===== config.mk =====
export PLATFORM = sky130hd
export DESIGN_NAME = addsub_arbiter
export DESIGN_NICKNAME = d
export VERILOG_FILES = /design/src/rtl/addsub_arbiter.sv
export SDC_FILE = /design/constraint.sdc
export NUM_CORES = 1
export LEC_CHECK = 0
export ABC_AREA = 1
export CAP_MARGIN = 15
export CORE_MARGIN = 1.5
export CORE_UTILIZATION = 30
export CTS_BUF_LIST = sky130_fd_sc_hd__clkbuf_4 sky130_fd_sc_hd__clkbuf_8
export DETAILED_ROUTE_END_ITERATION = 8
export PLACE_DENSITY_LB_ADDON = 0.08
export SKIP_CTS_REPAIR_TIMING = 1
export SLEW_MARGIN = 20
export SYNTH_ARGS = -nofsm -noshare
export SYNTH_HDL_FRONTEND = slang
export SYNTH_SLANG_ARGS = --single-unit

===== constraint.sdc =====
create_clock -name clk -period 2.15 [get_ports clk]
set_input_delay 0.43 -clock clk [delete_from_list [all_inputs] [get_ports clk]]
set_output_delay 0.43 -clock clk [all_outputs]
set_load 0.1 [all_outputs]

===== src/rtl/addsub_arbiter.sv =====
// Two-requester round-robin arbiter that time-shares one four-bit adder-subtractor.
// Each operation is IDLE (grant) -> EXEC (capture) -> DONE (done pulse) -> IDLE.

module four_bit_adder_subtractor (
    input  logic x0,
    input  logic x1,
    input  logic x2,
    input  logic x3,
    input  logic y0,
    input  logic y1,
    input  logic y2,
    input  logic y3,
    input  logic add_sub,
    output logic s0,
    output logic s1,
    output logic s2,
    output logic s3,
    output logic carry_out
);

    logic yb0_s;
    logic yb1_s;
    logic yb2_s;
    logic yb3_s;
    logic c1_s;
    logic c2_s;
    logic c3_s;

    // Subtraction is a + ~b + 1: invert b and feed add_sub in as the carry.
    assign yb0_s = y0 ^ add_sub;
    assign yb1_s = y1 ^ add_sub;
    assign yb2_s = y2 ^ add_sub;
    assign yb3_s = y3 ^ add_sub;

    assign s0   = x0 ^ yb0_s ^ add_sub;
    assign c1_s = (x0 & yb0_s) | (add_sub & (x0 ^ yb0_s));

    assign s1   = x1 ^ yb1_s ^ c1_s;
    assign c2_s = (x1 & yb1_s) | (c1_s & (x1 ^ yb1_s));

    assign s2   = x2 ^ yb2_s ^ c2_s;
    assign c3_s = (x2 & yb2_s) | (c2_s & (x2 ^ yb2_s));

    assign s3        = x3 ^ yb3_s ^ c3_s;
    assign carry_out = (x3 & yb3_s) | (c3_s & (x3 ^ yb3_s));

endmodule

module addsub_arbiter #(
    parameter int WIDTH = 4
) (
    input  logic             clk,
    input  logic             rst,
    input  logic             req0,
    input  logic             req1,
    input  logic             op0,
    input  logic             op1,
    input  logic [WIDTH-1:0] a0,
    input  logic [WIDTH-1:0] b0,
    input  logic [WIDTH-1:0] a1,
    input  logic [WIDTH-1:0] b1,
    output logic             done0,
    output logic             done1,
    output logic [WIDTH-1:0] result,
    output logic             carry_out,
    output logic             overflow,
    output logic             gnt_id,
    output logic             busy
);

    typedef enum logic [1:0] {
        ST_IDLE = 2'd0,
        ST_EXEC = 2'd1,
        ST_DONE = 2'd2
    } state_t;

    state_t           state_q;
    state_t           state_d;
    logic [WIDTH-1:0] a_q;
    logic [WIDTH-1:0] a_d;
    logic [WIDTH-1:0] b_q;
    logic [WIDTH-1:0] b_d;
    logic             op_q;
    logic             op_d;
    logic             last_gnt_q;
    logic             last_gnt_d;
    logic             gnt_q;
    logic             gnt_d;
    logic [WIDTH-1:0] result_q;
    logic [WIDTH-1:0] result_d;
    logic             carry_q;
    logic             carry_d;
    logic             ovf_q;
    logic             ovf_d;
    logic             done0_q;
    logic             done0_d;
    logic             done1_q;
    logic             done1_d;
    logic             busy_q;
    logic             busy_d;

    logic             win_s;
    logic             any_req_s;
    logic [WIDTH-1:0] sum_s;
    logic             cout_s;

    // Signed overflow: operands (b inverted for subtract) agree in sign but the result does not.
    function automatic logic ovf_fn(input logic a_msb, input logic b_msb,
                                    input logic s_msb, input logic sub);
        logic same_sign;
        same_sign = sub ? (a_msb != b_msb) : (a_msb == b_msb);
        return same_sign && (s_msb != a_msb);
    endfunction

    four_bit_adder_subtractor u_alu (
        .x0       (a_q[0]),
        .x1       (a_q[1]),
        .x2       (a_q[2]),
        .x3       (a_q[3]),
        .y0       (b_q[0]),
        .y1       (b_q[1]),
        .y2       (b_q[2]),
        .y3       (b_q[3]),
        .add_sub  (op_q),
        .s0       (sum_s[0]),
        .s1       (sum_s[1]),
        .s2       (sum_s[2]),
        .s3       (sum_s[3]),
        .carry_out(cout_s)
    );

    // Round-robin winner: a lone request wins outright, a tie goes to the one not served last.
    always_comb begin
        any_req_s = req0 | req1;
        if (req0 && req1) begin
            win_s = ~last_gnt_q;
        end else begin
            win_s = req1;
        end
    end

    // Next-state and next-output logic; every output register is held unless a state updates it.
    always_comb begin
        state_d    = state_q;
        a_d        = a_q;
        b_d        = b_q;
        op_d       = op_q;
        last_gnt_d = last_gnt_q;
        gnt_d      = gnt_q;
        result_d   = result_q;
        carry_d    = carry_q;
        ovf_d      = ovf_q;
        done0_d    = 1'b0;
        done1_d    = 1'b0;
        busy_d     = busy_q;

        case (state_q)
            ST_IDLE: begin
                if (any_req_s) begin
                    a_d        = win_s ? a1 : a0;
                    b_d        = win_s ? b1 : b0;
                    op_d       = win_s ? op1 : op0;
                    gnt_d      = win_s;
                    last_gnt_d = win_s;
                    busy_d     = 1'b1;
                    state_d    = ST_EXEC;
                end else begin
                    busy_d  = 1'b0;
                    state_d = ST_IDLE;
                end
            end
            ST_EXEC: begin
                result_d = sum_s;
                carry_d  = cout_s;
                ovf_d    = ovf_fn(a_q[WIDTH-1], b_q[WIDTH-1], sum_s[WIDTH-1], op_q);
                done0_d  = ~gnt_q;
                done1_d  = gnt_q;
                busy_d   = 1'b1;
                state_d  = ST_DONE;
            end
            ST_DONE: begin
                busy_d  = 1'b0;
                state_d = ST_IDLE;
            end
            default: begin
                busy_d  = 1'b0;
                state_d = ST_IDLE;
            end
        endcase
    end

    // State and output registers; reset abandons any operation without a done pulse.
    always_ff @(posedge clk or posedge rst) begin
        if (rst) begin
            state_q    <= ST_IDLE;
            a_q        <= {WIDTH{1'b0}};
            b_q        <= {WIDTH{1'b0}};
            op_q       <= 1'b0;
            last_gnt_q <= 1'b1;
            gnt_q      <= 1'b0;
            result_q   <= {WIDTH{1'b0}};
            carry_q    <= 1'b0;
            ovf_q      <= 1'b0;
            done0_q    <= 1'b0;
            done1_q    <= 1'b0;
            busy_q     <= 1'b0;
        end else begin
            state_q    <= state_d;
            a_q        <= a_d;
            b_q        <= b_d;
            op_q       <= op_d;
            last_gnt_q <= last_gnt_d;
            gnt_q      <= gnt_d;
            result_q   <= result_d;
            carry_q    <= carry_d;
            ovf_q      <= ovf_d;
            done0_q    <= done0_d;
            done1_q    <= done1_d;
            busy_q     <= busy_d;
        end
    end

    assign done0     = done0_q;
    assign done1     = done1_q;
    assign result    = result_q;
    assign carry_out = carry_q;
    assign overflow  = ovf_q;
    assign gnt_id    = gnt_q;
    assign busy      = busy_q;

endmodule

# --- After elaboration in Yosys (flattened, before gate mapping) ---
# Index checks and enable logic that the tools add are counted.
word_totals:
  register_bits: 22
  latchBits: 0
  mem_bits_rw: 0
  romBits: 0
  in_bits: 22
  output_inout_bits: 10
  elab_cells: 58
  mem_count: 0
classes:
  addsub: 0
  multipliers: 0
  div_mod_pow: 0
  magnitude_cmp: 0
  eq_ne: 4
  shift: 0
  n_mux: 11
  n_bitwise: 27
  n_reduce_logical: 4
op_table:
  columns: ["cell", "count"]
  rows:
  - ["$xor 1x1->1", 12]
  - ["$and 1x1->1", 8]
  - ["$mux 4", 2]
  - ["$mux 1", 7]
  - ["$or 1x1->1", 5]
  - ["$pmux 2 s2", 1]
  - ["$eq 2x1->1 const B", 1]
  - ["$logic_and 1x1->1", 2]
  - ["$logic_not 2->1", 1]
  - ["$ne 1x1->1", 2]
  - ["$not 1->1", 2]
  - ["$pmux 1 s2", 1]
  - ["$reduce_and 2->1", 1]
  - ["$eq 1x1->1", 1]

# --- Logic depth before layout (Yosys ltp) ---
# Gate-level depths: netlist of the first run.
logic_depth:
  word_depth: 11
  ltp_mapped: 12
  ltp_nobuf: 11

# --- By module ---
# A second synthesis of the first run with hierarchy kept.
unflattened:
  cells_unflattened: 158
  area_unflattened_um2: 1149.9
modules_own_cells:
  columns: ["mod", "n_inst", "cells_per_inst", "area_each_um2", "seq_area_each_um2"]
  rows:
  - ["addsub_arbiter", 1, 130, 996.0, 551.8]
  - ["four_bit_adder_subtractor", 1, 28, 153.9, 0.0]

# --- Worst setup path after synthesis of the first run ---
# Ideal clock, no wire load.
synth_timing:
  path_kind: "register -> register"
  start: "register op_q"
  end: "register ovf_q (netlist: overflow)"
  setup_ns: 0.127
  arrival_time_ns: 1.965
  slack_ns: 0.057
  stages_incl_launch_ff: 13
  period_less_slack_ns: 2.093
  cell_sequence: "dfrtp_1 -> clkbuf_2 -> inv_1 -> o21ai_0 -> fa_1 -> inv_1 -> fa_1 -> inv_1 -> fa_1 -> nand2_1 -> nor2_1 -> nand2_1 -> nand3_1"
synth_between:
  elab_chain_cells: 11
synth_lines:
  columns: ["element", "line_no", "text"]
  rows:
  - ["start, declared", "83", "logic op_q;"]
  - ["start signal, assigned", "211", "op_q <= op_d;"]
  - ["$xor 1x1->1", "30", "assign yb0_s = y0 ^ add_sub;"]
  - ["$xor 1x1->1", "36", "assign c1_s = (x0 & yb0_s) | (add_sub & (x0 ^ yb0_s));"]
  - ["$and 1x1->1", "36", null]
  - ["$or 1x1->1", "36", null]
  - ["$and 1x1->1", "39", "assign c2_s = (x1 & yb1_s) | (c1_s & (x1 ^ yb1_s));"]
  - ["$or 1x1->1", "39", null]
  - ["$and 1x1->1", "42", "assign c3_s = (x2 & yb2_s) | (c2_s & (x2 ^ yb2_s));"]
  - ["$or 1x1->1", "42", null]
  - ["$xor 1x1->1 (*)", "44", "assign s3 = x3 ^ yb3_s ^ c3_s;"]
  - ["net u_alu.s3", "17", "output logic s3,"]
  - ["$ne 1x1->1 (*)", "112", "return same_sign && (s_msb != a_msb);"]
  - ["$logic_and 1x1->1 (*)", "112", null]
  - ["end signal, assigned", "216", "ovf_q <= ovf_d;"]
  - ["end, declared", "93", "logic ovf_q;"]
# Mark *: on every way through the listed nets, which the timed path passes. The rest lies on a longest branch.
# A chain may end at the register's enable or synchronous reset.

# --- Final worst setup path of the first run ---
# Ends and elaborated chain as after synthesis.

==> results of run 1 <==
sequential cells by signal, summed over array words and instances, names as in the netlist:
signal and cells:
a_q 4, done1 1, result 4, op_q 1, last_gnt_q 1, overflow 1, b_q 4, state_q 2
busy 1, done0 1, carry_out 1, gnt_id 1
critical path, cell delays in order (launching register included):
cell     delay, ps
dfrtp_1        430
inv_2           90
o21ai_2         70
fa_2           380
inv_2           60
fa_2           180
inv_2           40
fa_1           540
nand2_1         60
nor2_1          90
nand2_1         70
nand3_1         70
logic make-up (layout without fill, tap and decap cells):
logic type	count (synthesis)	count (layout)	synth area share
AND/OR/NAND/NOR	89	89	0.327
flip-flops	22	22	0.501
buffers and inverters	19	54	0.0760
AO/OA/AOI/OAI	4	4	0.0182
adder cells (fa/ha/maj)	3	3	0.0545
XOR/XNOR	3	3	0.0238
synthesized netlist by cell type:
master,number,share of area
nand2_1,68,0.23
dfrtp_1,21,0.48
inv_1,12,0.041
nand3_1,12,0.054
nor2_1,7,0.024
o21ai_0,4,0.018
buf_2,3,0.014
fa_1,3,0.054
buf_4,2,0.014
xnor2_1,2,0.016
clkbuf_2,1,0.0045
dfstp_2,1,0.024
inv_2,1,0.0034
nand3b_1,1,0.0068
nor2_4,1,0.010
xor2_1,1,0.0079
through the flow:
| step | area, sq um | worst slack, ps | std cells | util | hold WS (ps) |
|---|---|---|---|---|---|
| floorplan | 1100 | 57.5 | 140 | - | 418 |
| global placement | 1440 | 93.0 | 215 | 0.418 | 438 |
| detailed placement | 1440 | 7.56 | 215 | 0.418 | 441 |
| CTS | 1500 | -2.78 | 219 | 0.434 | 453 |
| global route | 1530 | -96.1 | 221 | 0.444 | 467 |
| finish | 1530 | 2.54 | 221 | 0.444 | 453 |
how the worst max path moves through the flow:
stage                           to  start  slack (ps)  depth (start not counted)
after floorplan           overflow   op_q          60                         12
after global placement    overflow   op_q          90                         11
after detailed placement  overflow   op_q           8                         11
after CTS                 overflow   op_q          -3                         10
after global routing      overflow   op_q        -100                         11
final                     overflow   op_q           3                         11
layer usage:
metal / GRT usage / vias to the layer above / wire length, um / part of all wire
li1: - / 491 / - / -
met5: 0 / - / 0 / 0
met2: 0.195 / 31 / 929 / 0.44
met4: 0.0897 / 0 / 70 / 0.033
met3: 0.0196 / 5 / 111 / 0.052
met1: 0.143 / 381 / 1020 / 0.48
layout make-up:
cell class | count | share of cell area
clock buffer | 4 | 0.0360
inverter | 13 | 0.0319
multi-input combinational | 99 | 0.318
sequential | 22 | 0.361
tap | 46 | 0.0376
timing repair buffer | 37 | 0.216
==> reports/metrics.csv, run 1 <==
metric;value;unit
initial_utilization;0.320;
antenna-diode-count;0;
worst-r2r-cell-count;11;
clk_pin_slew_worst_paths;80;ps
min_from;gnt_id;
pin_count;32;
end_kind;flop;
crit_required;2360;ps
grt_pass1_vias;894;
drt-initial-drc-count;42;
reg2reg_from;op_q;
die_y;63.6;um
wl_per_cell;9.66;um
fp.dieArea;0.00405;sq mm
nFillCells;347;
io_buffer_count;31;
grt_overflow;0;
grt_max_degree;14;
worstPathMaxFanout;3;
hold_depth;1;
nets;201;
syn_area;0.00110;sq mm
hold-path-endpoint;done0;
globalplace.congestion;0.708;
finalCritPeriodShare;0.999;
fmax;466;MHz
vias_per_cell;4.11;
drt-total-wl;2.13;mm
slew_violations;0;
cts_buffers;3;
syn_area_per_cell;7.87;sq um
rsz0062_at_grt;true;
path_class;reg2reg;
skew;5.09;ps
gr-usage-all-layers;0.120;
htreeDepth;1;
core;0.00344;sq mm
vias;908;
cp.arrival;2360;ps
grt_pass1_wl;3.77;mm
dieWidth;63.6;um
setup_viol;0;
outcome;finished clean;
seq_area;552;sq um
cts-root-buf;clkbuf_8;
antenna_found_initial;0;
fin_tns_setup;0;ps
netlist_instances;140;
dp_hpwl;1.72;mm
slew_headroom;0.681;
ant_nets;0;
rows;21;
cts_max_path_buffers;2;
hp-class;reg2reg;
areaGrowthSynthToFinish;38.7;%
synth_seq_cells;22;
multiInputGateArea;485;sq um
clk_latency;270;ps
yosysSeqAreaShare;0.501;
worstMarginPinSlew;479;ps
reg2reg_slack;3;ps
drive_gt1_frac;0.177;
critPathLaunchType;flop;
r2r_end;overflow;
first_pass_iters;4;
yosysUniqueCellTypes;16;
layout_commonest_cell;nand2_1;
cts_tree;built;
hold_viol;0;
drc;0;
final_cell_mix;nand2_1 (68), dfrtp_1 (21), clkdlybuf4s50_1 (21);
ys_warn_count;0;
cap_viol_max_count;0;
synth_nets;165;
period_minus_slack;2150;ps
clkSinkCount;22;
Power of run 1 is not shown: default switching activity piles up to over one toggle a cycle in this logic, so the estimate is an artifact.
==> run 2: changes to the inputs <==
--- a/config.mk
+++ b/config.mk
@@ -12,6 +12,7 @@
 export CTS_BUF_LIST = sky130_fd_sc_hd__clkbuf_4 sky130_fd_sc_hd__clkbuf_8
 export DETAILED_ROUTE_END_ITERATION = 8
 export PLACE_DENSITY_LB_ADDON = 0.08
+export RECOVER_POWER = 50
 export SKIP_CTS_REPAIR_TIMING = 1
 export SLEW_MARGIN = 20
 export SYNTH_ARGS = -nofsm -noshare
==> run 2 against run 1 <==
Fmax about the same. Routed wire length is 0.37% higher. Clock skew increased by 0.95 ps. Die area unchanged. Largest cell class unchanged.
==> reports/metrics.csv, run 2 (synthesized netlist as in run 1, its figures left out) <==
metric;value;unit
slew_violations;0;
cts_max_path_buffers;2;
leakage;0.792;nW
fmax;466;MHz
grt_pass1_vias;894;
setup_ws;2.29;ps
nets;201;
drive_gt1_frac;0.166;
grt_overflow;0;
intPower;1.24;mW
grt_use_met1;0.143;
period_minus_slack;2150;ps
globalplace.congestion;0.708;
globalRouteMet2Util;0.195;
dp.cells;215;
reg2reg_from;op_q;
skew;6.04;ps
p_comb_frac;0.604;
cts_tree;built;
vias_per_cell;4.12;
cts_buffers;3;
multiInputGateArea;478;sq um
initial_utilization;0.320;
placed_cell_area;0.00144;sq mm
hp-class;reg2reg;
pin_count;32;
power;2.62;mW
wl_per_cell;9.69;um
slowest_delay;540;ps
gr-usage-all-layers;0.120;
worstPathMaxFanout;3;
htreeDepth;1;
rsz0062_at_grt;true;
rows;21;
min_from;gnt_id;
grt.busiest_layer;met2;
critPathLaunchType;flop;
p_switching;1.38;mW
final_cell_mix;nand2_1 (68), dfrtp_1 (21), clkdlybuf4s50_1 (20);
post-place-ws;7.56;ps
first_pass_iters;4;
path_class;reg2reg;
fp.dieArea;0.00405;sq mm
hold_viol;0;
final_area;0.00152;sq mm
crit_path_start;op_q;
final_cells;221;
cp_num_buf_inv;3;
outcome;finished clean;
critical_path.top_delay_family;adder cells;
seq_area;552;sq um
grt_util_met3;0.0196;
finish.utilization;0.441;
clkSinkCount;22;
peakVddDrop;0.633;mV
areaGrowthSynthToFinish;37.7;%
fin_tns_setup;0;ps
antenna_found_initial;0;
end_kind;flop;
pwr-share-clk;0.113;
clk_latency;270;ps
nFillCells;350;
grt_max_degree;14;
ant_nets;0;
dieWidth;63.6;um
crit_required;2360;ps
p_seq_frac;0.283;
worstMarginPinSlew;738;ps
cp.arrival;2360;ps
p_per_area;1730;mW/mm^2
slew_headroom;0.506;
drt-total-wl;2.14;mm
drt-initial-drc-count;44;
switching_share;0.527;
setup_viol;0;
whs;453;ps
core;0.00344;sq mm
vias;910;
cts-root-buf;clkbuf_8;
worstPathCellList;inv_2, o21ai_2, fa_2, inv_2, fa_2, inv_2, fa_1, nand2_1, nor2_1, nand2_1, nand3_1;
io_buffer_count;31;
finalCritPeriodShare;0.999;
path_common_cell;inv_2;
layout_commonest_cell;nand2_1;
cap_viol_max_count;0;
dp_hpwl;1.72;mm
antenna-diode-count;0;
clk_pin_slew_worst_paths;80;ps
drc;0;
grt_pass1_wl;3.77;mm
die_y;63.6;um
crit_slowest_cell;fa_1;
[run 2: cell count changes in the layout (fill, tap and decap cells not counted)]
cell / delta
buf_4: -1
clkbuf_1: +1
clkdlybuf4s50_1: -1
dlygate4sd3_1: +1
nor2_1: +1
nor2_4: -1
[run 2: worst paths after layout]
path	to	slack, ps	cells after the start
setup / recovery	overflow	2	11
hold / removal	done0	450	1
setup reg to reg	overflow	2	11
hold reg to reg	done0	450	1
max in group asynchronous	b_q[0]	720	3
min in group asynchronous	result[1]	620	2
[run 2: layout make-up]
class / instances / share of cell area
clock buffers: 4 / 0.0363
inverters: 13 / 0.0322
well taps: 46 / 0.0379
flip-flops and latches: 22 / 0.364
repair buffers: 37 / 0.215
multi-input cells: 99 / 0.315
[run 2: power by group through the flow]
stage	clock network (mW)	logic (mW)	registers [mW]
5_1_grt	0.323	1.73	0.771
3_3_place_gp	0	1.52	0.740
2_1_floorplan	0	0.634	1.32
3_5_place_dp	0	1.52	0.746
4_1_cts	0.305	1.52	0.738
6_report	0.297	1.58	0.741
[run 2: metal layers]
layer  routed length (um)  vias up
li1                     -      490
met1                 1010      382
met2                  941       33
met3                  123        5
met4                   70        0
met5                    0        -
(Power assumes the default switching activity.)
==> variant 1: new RTL, settings of run 1 <==
Reset style: synchronous (`rst`), changed in one clocked block.
--- a/src/rtl/addsub_arbiter.sv
+++ b/src/rtl/addsub_arbiter.sv
@@ -191,5 +191,5 @@
 
     // State and output registers; reset abandons any operation without a done pulse.
-    always_ff @(posedge clk or posedge rst) begin
+    always_ff @(posedge clk) begin
         if (rst) begin
             state_q    <= ST_IDLE;
Formal check against the unedited RTL: differs if rst is asserted again (counterexample within 4 cycles, from zero or initial values and one cycle with rst high); with rst held inactive, the same outputs for 10 cycles.
==> variant 1 against run 1 <==
Sequential cell count did not move. Non-clock buffer count grew 2. The flow now finishes with violations (setup timing). Setup slack worse by 0.16 ns. Largest cell class is now multi-input gates. Design area is 0.49% higher. Critical path type unchanged. Routed wire length fell by 0.80%. Area after synthesis increased by 0.57%. Critical endpoint is now overflow.
==> variant 1: results (changes against run 1) <==
status=finished with violations; failing checks=setup timing; Final #Nets=220 (+9.5%); Post-synth ARST share=0% (-100 points); worst hold path class=reg2reg; dpl cell area=0.00145 sq mm (+0.96%); Worst EP arrival=2.51 ns (+0.15 ns); GPL Wtd Cong=0.732 (+3.4%); Synth Area in Compound Gates=8.69% (+6.9 points); layout cells sized above 1=25.3% (+7.5 points); largest net degree at the start of global routing=21 (+7); via count=1,002 (+10%); Placement Setup Slack=-0.132 ns (-0.139 ns); fill count=382 (+10%); post-synthesis xor/xnor area fraction=1.58% (-0.80 points); commonest cells in the netlist=nor2_1 (34), dfxtp_1 (22), inv_1 (22); Least-Margin Pin Slew=0.304 ns (-0.174 ns); Synth area leaders=dfxtp_1 (40%), nor2_1 (12%), inv_1 (7.4%); Yosys cell types=21 (+5); number of global-route vias before repair=926 (+3.6%); Final Skew=0.00264 ns (-0.00245 ns); final WL=2120 um (-0.80%); setup TNS=-0.213 ns (-0.213 ns); # diodes=0 (unchanged); LEAKAGE=0.717 nW; Post-Syn Nets=182 (+10%); synth warn=0 (unchanged); CP Max Fanout=2 (-1); Synth Area in Adders=5.42% (-0.031 points); first-pass GRT wire length=3930 um (+4.2%); DRT iter0 DRCs=31 (-26%); sequential-to-total area share from yosys stat=39.7% (-10 points); final worst-path setup slack=-0.153 ns (-0.155 ns); Critical-path top delay cell=fa_1; Max stage delay on crit path=0.53 ns; endpoints failing setup=2 (+2); hpwl dp=1670 um (-3.0%); Tot GR Track Use=12.1% (+0.11 points)
==> variant 1: cell types whose count changed in the layout (fill, tap and decap cells not counted), sizes merged, moves of 2 or more <==
cell          run 1  this run
a21oi             0         3
dfxtp             0        22
inv              13        26
nand2            68        21
dfrtp            21         0
o21ai             4        14
buf              16        18
nor2              8        44
==> variant 1: final timing paths <==
check / startpoint / to / slack (ns) / cells past startpoint
min: gnt_id / done1 / 0.47 / 2
min reg2reg: gnt_id / done1 / 0.47 / 2
max: b_q[0] / overflow / -0.15 / 14
max reg2reg: b_q[0] / overflow / -0.15 / 14
==> variant 1: through the flow <==
step	total power, mW	cells
after detailed placement	0.910	234
final	1.22	240
after global routing	1.31	240
after floorplan	0.794	157
after global placement	0.904	234
after CTS	1.20	238
==> variant 1: metal layers <==
metal	global-route usage (%)	vias to the layer above	wire [um]
met4	6.52	0	27
li1	-	548	-
met5	0	-	0
met1	15.7	424	1040
met3	2.11	2	95
met2	19.1	28	952
==> variant 1: final cells by class <==
cell class	count	area, sq um	share of cell area (%)
multi-input cells	103	539	35.1
flip-flops and latches	22	442	28.7
repair buffers	39	345	22.5
inverters	26	97.6	6.35
well taps	46	57.6	3.75
clock buffers	4	55.1	3.58
==> variant 1: power by group <==
group	switching [mW]	internal, mW	total, mW
Clock	0.124	0.163	0.287
Combinational	0.284	0.170	0.454
Sequential	0.0262	0.451	0.477
Total	0.435	0.784	1.22
==> variant 1: worst max-delay path, delay by kind of cell (launching register included) <==
family	cells	cell delay, ns
and+or+nand+nor	5	0.53
DFF	1	0.33
AOI/OAI and AO/OA	1	0.13
buffers and inverters	5	0.22
adders and majority gates	3	1.05
==> variant 1: kinds of logic (layout without fill, tap and decap cells) <==
logic type               Yosys count  count (layout)
flip-flops                        22              22
buffers and inverters             32              69
XOR/XNOR                           2               2
adder cells (fa/ha/maj)            3               3
AO/OA/AOI/OAI                     18              18
AND/OR/NAND/NOR                   80              80
==> variant 2: new RTL, config.mk and constraints of run 1 <==
Without the edit above. The 3 states of `state_t` get a one-hot encoding in 3 bits.
--- a/src/rtl/addsub_arbiter.sv
+++ b/src/rtl/addsub_arbiter.sv
@@ -69,8 +69,8 @@
 );
 
-    typedef enum logic [1:0] {
-        ST_IDLE = 2'd0,
-        ST_EXEC = 2'd1,
-        ST_DONE = 2'd2
+    typedef enum logic [2:0] {
+        ST_IDLE = 3'b001,
+        ST_EXEC = 3'b010,
+        ST_DONE = 3'b100
     } state_t;
 
Behaviour: same outputs for any inputs over 10 cycles, from zero or initial values and one cycle with rst high; not proved beyond that.
==> variant 2 against run 1 <==
Area after synthesis rose by 5.8%. Sequential share of layout area fell by 0.13 points. Routed wire length rose by 2.0%. First-iteration DRC count fell by 12%. Cell count rose by 4.1%. Hold slack improved by 0.0016 ns. Clock skew fell by 0.0020 ns. Setup slack improved by 0.0043 ns. Design area rose by 5.2%. Critical path depth rose by 1. Sequential cell count rose by 1. Via count rose by 2.6%. Critical path type unchanged.
==> variant 2: results (changes against run 1) <==
Tot GR Track Use=11.1% (-0.91 points); NetSw=1.38 mW; setup TNS=0 ns (unchanged); synth warn=0 (unchanged); # H-tree levels=1 (unchanged); Yosys cell types=20 (+4); Max VDD drop=390 uV; Post-Syn Nets=168 (+1.8%); layout cells sized above 1=22.0% (+4.3 points); worst hold path class=reg2reg; antenna violations before repair=0 (unchanged); dpl cell area=0.00155 sq mm (+7.3%); number of global-route vias before repair=880 (-1.6%); Root Buffer=clkbuf_8; # diodes=0 (unchanged); LEAKAGE=0.842 nW; total CTS buffers=3 (unchanged); CP Max Fanout=2 (-1); status=finished, final reports clean; Least-Margin Pin Slew=0.329 ns (-0.149 ns); Post-synth ARST share=100% (unchanged); Synth area leaders=dfrtp_1 (45%), nand2_1 (19%), inv_1 (6.8%); commonest cells in the netlist=nand2_1 (59), dfrtp_1 (21), inv_1 (21); placement row count=22 (+4.8%); routed len/inst=9.46 um (-2.0%); clk slew on worst S/H paths=0.08 ns (about the same); hpwl dp=1690 um (-2.1%); M1 GR Usage=13.2% (-1.1 points); first-pass GRT wire length=3720 um (-1.3%); Max stage delay on crit path=0.50 ns (-0.04 ns); GR Util met3=1.54% (-0.42 points); GPL Wtd Cong=0.703 (-0.68%); sequential-to-total area share from yosys stat=49.6% (-0.49 points); Final #Nets=208 (+3.5%); DRT iter0 DRCs=37 (-12%); largest net degree at the start of global routing=24 (+10); DRT Pass-1 Iters=4 (unchanged); met2 Use GR=20.0% (+0.55 points); Worst EP arrival=2.35 ns; Critical-path top delay cell=fa_1; Final Skew=0.00306 ns (-0.00203 ns); Avg Vias per Cell=4.05 (-1.4%); delay-heaviest family, CP=adder cells; Power Density=1680 mW/mm^2; GRT overflow=0 (unchanged); I/O Buffers=31 (unchanged); CTS Buffer Depth=2 (unchanged); clock latency on the worst-skew pair=0.26 ns
[variant 2: per-layer routing]
| layer | wire length [um] | part of all wire, % |
|---|---|---|
| met3 | 114 | 5.2 |
| met5 | 0 | 0 |
| met1 | 1000 | 46 |
| met2 | 1030 | 47 |
| met4 | 27 | 1.2 |
[variant 2: worst paths after layout]
path	cells past startpoint	from	slack [ns]	to
max	12	b_q[1]	0.007	overflow
min	1	gnt_id	0.45	done0
max reg2reg	12	b_q[1]	0.007	overflow
min reg2reg	1	gnt_id	0.45	done0
max in group asynchronous	3	rst	1.37	last_gnt_q
min in group asynchronous	3	rst	0.50	done1
[variant 2: metrics by stage]
stage | total power [mW] | utilization [%] | setup slack (ns) | instances
floorplan | 2.01 | - | -0.0329 | 143
global placement | 2.38 | 41.9 | 0.0164 | 225
detailed placement | 2.40 | 41.9 | -0.0314 | 225
CTS | 2.68 | 43.2 | -0.0510 | 229
global route | 2.92 | 43.6 | -0.121 | 230
finish | 2.69 | 43.6 | 0.00680 | 230
[variant 2: final cells by class]
cell class	instances	area, sq um
sequential	23	578
inverter	23	86.3
multi-input combinational	93	489
clock buffer	3	41.3
fill	411	2080
timing repair buffer	39	345
clock inverter	1	7.51
tap	48	60.1
[variant 2: worst reg2reg max path, cell delays in order, from the launching register on]
cell and delay [ns]:
dfrtp_1 0.41, xor2_2 0.19, fa_2 0.34, inv_2 0.06
fa_2 0.18, inv_2 0.03, fa_1 0.50, inv_1 0.06
nor2_1 0.08, nand3_1 0.07, nand2_1 0.07, nand2_1 0.04
nand2_1 0.06
[variant 2: logic make-up after synthesis]
logic type	after synthesis	synth area share, %
and+or+nand+nor	73	26.2
DFF	23	49.6
adders and majority gates	3	5.15
xor gates and xnor gates	3	2.25
AOI/OAI and AO/OA	14	6.97
buffers and inverters	27	9.87
[variant 2: power groups by stage]
stage / logic [mW] / clock network, mW / registers, mW
final: 1.65 / 0.269 / 0.773
after global routing: 1.82 / 0.300 / 0.794
after CTS: 1.63 / 0.281 / 0.770
after detailed placement: 1.62 / 0 / 0.777
after global placement: 1.61 / 0 / 0.769
after floorplan: 0.732 / 0 / 1.28
